--- config.mk ---
export PLATFORM = sky130hd
export DESIGN_NAME = regbank_arbiter
export DESIGN_NICKNAME = d
export VERILOG_FILES = /design/src/rtl/dibu_pkg.sv /design/src/rtl/rr_arbiter.sv /design/src/rtl/regbank_arbiter.sv
export SDC_FILE = /design/constraint.sdc
export NUM_CORES = 1
export LEC_CHECK = 0
export ABC_AREA = 0
export CORE_MARGIN = 4
export CORE_UTILIZATION = 29
export DETAILED_ROUTE_END_ITERATION = 8
export PLACE_DENSITY = 0.77
export SLEW_MARGIN = 20
export SYNTH_ARGS = -nofsm -noshare
export SYNTH_HDL_FRONTEND = slang
export SYNTH_SLANG_ARGS = --single-unit
export TNS_END_PERCENT = 20
--- constraint.sdc ---
create_clock -name clk -period 1.2 [get_ports clk]
set_input_delay 0.24 -clock clk [delete_from_list [all_inputs] [get_ports clk]]
set_output_delay 0.24 -clock clk [all_outputs]
set_load 0.05 [all_outputs]
--- src/rtl/dibu_pkg.sv ---
// dibu_pkg: shared register-bank constants, read/write encodings and bank command struct
package dibu_pkg;
  localparam int REG_AW = 3;
  localparam int REG_DW = 8;
  localparam logic RW_READ = 1'b0;
  localparam logic RW_WRITE = 1'b1;
  typedef struct packed {
    logic              rw;
    logic [REG_AW-1:0] ri_a;
    logic [REG_AW-1:0] ri_b;
    logic [REG_AW-1:0] ri_d;
    logic [REG_DW-1:0] d;
  } bank_cmd_t;
endpackage

--- src/rtl/rr_arbiter.sv ---
// rr_arbiter: combinational round-robin grant; scans from ptr_i, grants first set req_i bit
//   req_i : N-wide request vector
//   ptr_i : index of highest-priority requester this cycle
//   gnt_o : one-hot grant, all-zero when nothing requests
module rr_arbiter #(
  parameter int N  = 2,
  parameter int PW = $clog2(N)
) (
  input  logic [N-1:0]  req_i,
  input  logic [PW-1:0] ptr_i,
  output logic [N-1:0]  gnt_o
);
  logic          found;
  logic [PW-1:0] idx;
  always_comb begin
    gnt_o = '0;
    found = 1'b0;
    idx   = '0;
    for (int k = 0; k < N; k++) begin
      idx = PW'((int'(ptr_i) + k) % N);
      if (!found && req_i[idx]) begin
        gnt_o[idx] = 1'b1;
        found      = 1'b1;
      end
    end
  end
endmodule

--- src/rtl/regbank_arbiter.sv ---
// regbank_arbiter: round-robin sharing of the 1W/2R register bank between NREQ requesters
//   clk, rst             : clock, synchronous active-high reset
//   req_*                : per-requester valid/we/indices/data, req_ready one-hot grant
//   rsp_valid/rsp_a/rsp_b: tagged read response, two cycles after accept
//   bank_*               : command to the bank and its registered read data
//   REGBANK_ARB_LOCK_EN  : adds req_lock, letting a requester hold exclusive ownership
module regbank_arbiter import dibu_pkg::*; #(
  parameter int NREQ = 2,
  parameter int DW   = REG_DW,
  parameter int AW   = REG_AW
) (
  input  logic             clk,
  input  logic             rst,
  input  logic [NREQ-1:0]    req_valid,
  input  logic [NREQ-1:0]    req_we,
  input  logic [NREQ*AW-1:0] req_ra,
  input  logic [NREQ*AW-1:0] req_rb,
  input  logic [NREQ*AW-1:0] req_rd,
  input  logic [NREQ*DW-1:0] req_d,
`ifdef REGBANK_ARB_LOCK_EN
  input  logic [NREQ-1:0]    req_lock,
`endif
  output logic [NREQ-1:0]    req_ready,
  output logic [NREQ-1:0]    rsp_valid,
  output logic [DW-1:0]      rsp_a,
  output logic [DW-1:0]      rsp_b,
  output logic               bank_rw,
  output logic [AW-1:0]      bank_ri_a,
  output logic [AW-1:0]      bank_ri_b,
  output logic [AW-1:0]      bank_ri_d,
  output logic [DW-1:0]      bank_d,
  input  logic [DW-1:0]      bank_a,
  input  logic [DW-1:0]      bank_b
);
  localparam int PW = $clog2(NREQ);
  bank_cmd_t       cmd_q, cmd_d;
  logic            rd_q, rd_d, rd2_q;
  logic [PW-1:0]   tag_q, tag2_q, ptr_q, ptr_d, gidx;
  logic [NREQ-1:0] req_eff, gnt;
  logic            any_gnt, locked;
`ifdef REGBANK_ARB_LOCK_EN
  logic            lock_q;
  logic [PW-1:0]   owner_q;
  assign locked  = lock_q;
  assign req_eff = lock_q ? (req_valid & (NREQ'(1) << owner_q)) : req_valid;
  always_ff @(posedge clk)
    if (rst) begin
      lock_q  <= 1'b0;
      owner_q <= '0;
    end else if (any_gnt) begin
      lock_q  <= req_lock[gidx];
      owner_q <= gidx;
    end
`else
  assign locked  = 1'b0;
  assign req_eff = req_valid;
`endif
  rr_arbiter #(.N(NREQ), .PW(PW)) u_arb (
    .req_i (req_eff),
    .ptr_i (ptr_q),
    .gnt_o (gnt)
  );
  assign req_ready = rst ? '0 : gnt;
  assign any_gnt   = |req_ready;
  always_comb begin
    gidx = '0;
    for (int k = 0; k < NREQ; k++)
      if (gnt[k]) gidx = PW'(k);
  end
  // Idle cycles issue a dummy read with indices held, so the bank sees no write.
  always_comb begin
    cmd_d    = cmd_q;
    cmd_d.rw = RW_READ;
    if (any_gnt) begin
      cmd_d.rw   = req_we[gidx];
      cmd_d.ri_a = req_ra[gidx*AW +: AW];
      cmd_d.ri_b = req_rb[gidx*AW +: AW];
      cmd_d.ri_d = req_rd[gidx*AW +: AW];
      cmd_d.d    = req_d[gidx*DW +: DW];
    end
  end
  assign rd_d  = any_gnt & ~req_we[gidx];
  assign ptr_d = (any_gnt && !locked) ? PW'((int'(gidx) + 1) % NREQ) : ptr_q;
  always_ff @(posedge clk)
    if (rst) begin
      cmd_q  <= '0;
      rd_q   <= 1'b0;
      tag_q  <= '0;
      rd2_q  <= 1'b0;
      tag2_q <= '0;
      ptr_q  <= '0;
    end else begin
      cmd_q  <= cmd_d;
      rd_q   <= rd_d;
      tag_q  <= gidx;
      rd2_q  <= rd_q;
      tag2_q <= tag_q;
      ptr_q  <= ptr_d;
    end
  assign bank_rw   = cmd_q.rw;
  assign bank_ri_a = cmd_q.ri_a;
  assign bank_ri_b = cmd_q.ri_b;
  assign bank_ri_d = cmd_q.ri_d;
  assign bank_d    = cmd_q.d;
  assign rsp_valid = rd2_q ? (NREQ'(1) << tag2_q) : '0;
  assign rsp_a     = bank_a;
  assign rsp_b     = bank_b;
endmodule

==> Word level (Yosys, flattened, before mapping) <==
Index checks and enable logic that the tools add are counted.
{ "totals": {"regBits": 23, "word_cells": 49} }
{ "classes": {"addsub": 2, "n_lt_le_gt_ge": 5, "n_reduce_logical": 6, "n_mul": 1, "n_mux": 16, "n_shift": 5, "n_bitwise": 4} }
{ "ops": {"columns": ["op", "n"], "rows": [
  ["6-bit by 4-bit indexed part select with 3-bit output", 3],
  ["16-bit by 5-bit indexed part select with 8-bit output", 1],
  ["1-bit two-way mux", 10],
  ["2-bit two-way mux", 4],
  ["1-bit by 2-bit less-than comparator with 1-bit output (second input constant)", 3],
  ["2-bit OR reduction", 2],
  ["1-bit logical AND", 3],
  ["1-bit by 2-bit multiplier with 3-bit output (second input constant)", 1],
  ["1-bit adder (second input constant)", 2],
  ["1-bit demux with 1-bit select", 2],
  ["1-bit greater-or-equal comparator (second input constant)", 2],
  ["1-bit inverter", 2],
  ["2-bit OR", 1],
  ["1-bit by 1-bit << shifter with 2-bit output (first input constant)", 1],
  ["1-bit AND", 1],
  ["1-bit logical NOT", 1]
]} }

==> Depth between registers and ports, before layout <==
Gate-level depths: netlist (run 1).
{ "depth": {"ltp_word": 12, "depth_mapped": 5, "depth_no_buf": 3} }

==> Hierarchy <==
From an unflattened synthesis (run 1), not the netlist that was laid out.
{ "hier_totals": {"cells_unflattened": 116, "hier_area_um2": 1143.6} }
{ "modules_own_cells": {"columns": ["module", "instances", "seq_area_each_um2", "area_each_um2", "cells_each"], "rows": [
  ["regbank_arbiter", 1, 460.4, 1124.8, 113],
  ["rr_arbiter", 1, 0.0, 18.8, 3]
]} }

==> Worst setup path after synthesis (run 1) <==
OpenSTA, ideal clock, no wires.
{ "synth_path": {"path_type": "register -> output", "start": "register ptr_q", "end": "output port req_ready[1]", "t_arrival_ps": 1708, "t_required_ps": 960, "setup_slack_ps": -748, "path_buffers": 1, "path_stages_with_launch": 4, "path_cell_list": "dfxtp_1 > and2b_1 > buf_2 > nor3_1"} }
{ "synth_via": {"elab_chain_len": 8} }
{ "synth_lines": {"columns": ["item", "line", "text"], "rows": [
  ["start: declaration", "regbank_arbiter.sv:38", "logic [PW-1:0] tag_q, tag2_q, ptr_q, ptr_d, gidx;"],
  ["start signal: assignment", "regbank_arbiter.sv:98", "ptr_q <= ptr_d;"],
  ["1-bit adder, or another cell as far along", "rr_arbiter.sv:20", "idx = PW'((int'(ptr_i) + k) % N);"],
  ["1-bit by 2-bit less-than comparator with 1-bit output (implied by the code), or another cell as far along", "rr_arbiter.sv:22", "gnt_o[idx] = 1'b1;"],
  ["1-bit logical AND (implied by the code) or 1-bit two-way mux (tied branches)", "rr_arbiter.sv:22", null],
  ["1-bit two-way mux (implied by the code) or 1-bit demux with 1-bit select (tied branches)", null, null],
  ["1-bit demux with 1-bit select or 2-bit two-way mux (tied branches)", null, null],
  ["2-bit OR (no source line)", null, null],
  ["2-bit two-way mux (*)", "rr_arbiter.sv:21", "if (!found && req_i[idx]) begin"],
  ["2-bit two-way mux (*)", "regbank_arbiter.sv:63", "assign req_ready = rst ? '0 : gnt;"],
  ["end: declaration", "regbank_arbiter.sv:23", "output logic [NREQ-1:0] req_ready,"]
]} }
Every way passes the cells marked *; elsewhere a longest branch is shown, timed or not. The select of a mux whose other input is x is not followed.

==> Worst setup path after layout (run 1) <==
Same ends and word-level chain as after synthesis.

==> results of run 1 <==
==> worst max-delay path, stage by stage (launching register included) <==
cell and delay [ps]:
dfxtp_2 340, and2b_2 240, buf_12 130, nor3_4 140
buf_12 160
==> synthesized netlist by cell type <==
master and number:
o21bai_1 1, buf_4 19, o21ai_1 6, nor2b_1 3, a21oi_1 2, nand3_1 18, clkbuf_1 6, and2b_1 1
dfxtp_1 23, nand2b_1 1, a311oi_1 17, o21a_1 1, nor2_1 17, inv_2 1, buf_2 3, nor3_1 2
buf_6 2, o21ba_2 1, and2_1 2, o21ai_0 12, and3_1 1
==> final timing paths <==
check                                  start      endpoint  slack [ps]  depth (start not counted)
worst max register to register         ptr_q     bank_d[3]        -240                          7
worst min register to register         tag_q        tag2_q         450                          1
worst min-delay path            req_valid[0]         ptr_q         430                          2
worst max-delay path                   ptr_q  req_ready[1]        -310                          4
==> timing repair <==
item	4_1_cts	5_1_grt
gates cloned	1	1
buffers inserted	1	3
endpoints found under the setup margin	21	22
resized for setup	16	21
pin swaps	5	7
==> registers in the layout (all words and copies together), names as in the netlist, 3 cells and up <==
register,count
bank_d,8
bank_ri_a,3
bank_ri_b,3
bank_ri_d,3
==> per-layer routing <==
layer | GRT usage, % | wire length [um] | vias to the layer above
li1 | - | - | 598
met5 | 0 | 0 | -
met4 | 5.22 | 59 | 0
met3 | 3.69 | 300 | 10
met2 | 25.3 | 1950 | 52
met1 | 16.6 | 1480 | 581
==> logic make-up (layout without fill, tap and decap cells) <==
logic type      after synthesis  count (layout)  synth area share [%]
compound gates               40              40                  23.7
flops                        23              23                  39.8
buf+inv                      31              86                  17.9
simple gates                 45              45                  18.6
==> power groups by stage <==
stage	Clock, mW	Combinational [mW]	Sequential [mW]
after floorplan	0	0.353	1.03
after global placement	0	0.801	0.890
after detailed placement	0	0.813	0.893
after CTS	0.493	0.846	0.876
after global routing	0.528	0.957	0.881
final	0.500	0.911	0.875
==> stage by stage <==
step	TNS [ps]	hold WS [ps]
floorplan	-239	312
global placement	-9030	428
detailed placement	-9910	430
CTS	-672	431
global route	-3650	456
finish	-2660	426
==> layout make-up <==
type,count,share of cell area (%)
timing repair buffer,81,48.2
multi-input combinational,85,26.2
sequential,23,20.6
tap,48,2.69
clock buffer,3,1.85
clock inverter,1,0.224
inverter,1,0.168
==> impl_metrics.ini, run 1 <==
[run_status]
status = finished with violations
violations = negative setup slack

[global_route]
grt_first_pass_wirelength_mm = 5.78
grt_pass1_vias = 1216
grt-ovfl-total = 0
antenna_found_initial = 0
grt_usage_pct = 14.4
grt_start_max_net_pins = 19

[synthesis]
syn_area_um2 = 1160
synthTopCellsByArea = dfxtp_1, a311oi_1, buf_4
syn_avg_cell_area_um2 = 8.32
yosysUniqueCellTypes = 21
seq_area_frac_synth_pct = 39.8
synth_nets = 195
yosysTopAreaCellShare_pct = 39.8
synth_seq_cells = 23
synthCells = 139
synth.largest_area_cell = dfxtp_1
ys_warn_count = 0

[clock_network]
cts_buffer_depth = 2
clock_tree.root_cell = clkbuf_8
numCtsBuffers = 3
cts.clk_slew.worst_paths_ps = 90
htree_levels = 1
insertion_delay_ps = 270
cts_tree = built
ctsHoldBuffers = 0
cts.sinks = 23

[hold_path]
min_path_type = in2reg

[routing]
viasPerCell = 5.13
drc = 0
wirelength_mm = 3.79
avgRoutedWirePerCell_um = 15.6
drt_iter0_markers = 112
ant_nets = 0
vias = 1241
drt_pass1_iterations = 4

[cells_and_area]
drive_above_1_share_pct = 34.5
final_common_cell = clkdlybuf4s50_1
seqCellArea_um2 = 462
antenna_cells = 0
synthToLayoutAreaGrowth_pct = 93.4
finalNonFillerCells = 242
multi_input_area_um2 = 587
layout_common_cells = clkdlybuf4s50_1, buf_12, dfxtp_1
fin_area_um2 = 2240
num-fill-cells = 312
final_core_util_pct = 59.7
fin_nets = 251

[sta]
tightestPinTransition_ps = 266
fmax_mhz = 662
period_minus_slack_ps = 1510
slew_violations = 0
setup-violations-final = 14
timing.final.ws_setup_ps = -311
rsz0062_at_grt = true
hold_viol_final = 0
skew_ps = 3.79
timing.slew.headroom_pct = 82.3
fin_crit_sh_pct = 126

[floorplanning]
core_area_um2 = 3740
die_h_um = 71.1
io_pins = 94
die-area_um2 = 5060
die_w_um = 71.1
rows = 22
start_util_pct = 30.9

[worst_setup_path]
arrival_ps = 1270
start_kind = flip-flop
endpoint_kind = output pin
cp.required_ps = 960
cp_max_fo = 2
critical_path_class = reg2out

[placement]
placed_area_um2 = 2010
portBuffers = 61
hpwl_mm = 2.71
dp_cells = 232
gp_congestion = 0.738
dpl_worst_slack_ps = -521

[power]
p_int_mw = 1.54
p_leak_nw = 0.852
power_frac_clock_pct = 21.9
power_density_nw_per_um2 = 1020
p_sw_share_pct = 32.5
pwr-share-seq_pct = 38.3
pwr-share-comb_pct = 39.8
power_mw = 2.29
ir_drop_uv = 519
netSwitchingPower_mw = 0.743

[flow_run]
drv_cap = 0
Note: power is estimated with default switching activity, not from simulation.
==> run 2, diff against run 1 <==
--- a/config.mk
+++ b/config.mk
@@ -8,6 +8,8 @@
 export ABC_AREA = 0
 export CORE_MARGIN = 4
 export CORE_UTILIZATION = 29
+export CTS_CLUSTER_DIAMETER = 120
+export CTS_CLUSTER_SIZE = 25
 export DETAILED_ROUTE_END_ITERATION = 8
 export PLACE_DENSITY = 0.77
 export SLEW_MARGIN = 20
==> results of run 2 <==
Final layout, timing and power as in run 1 (identical DEF).
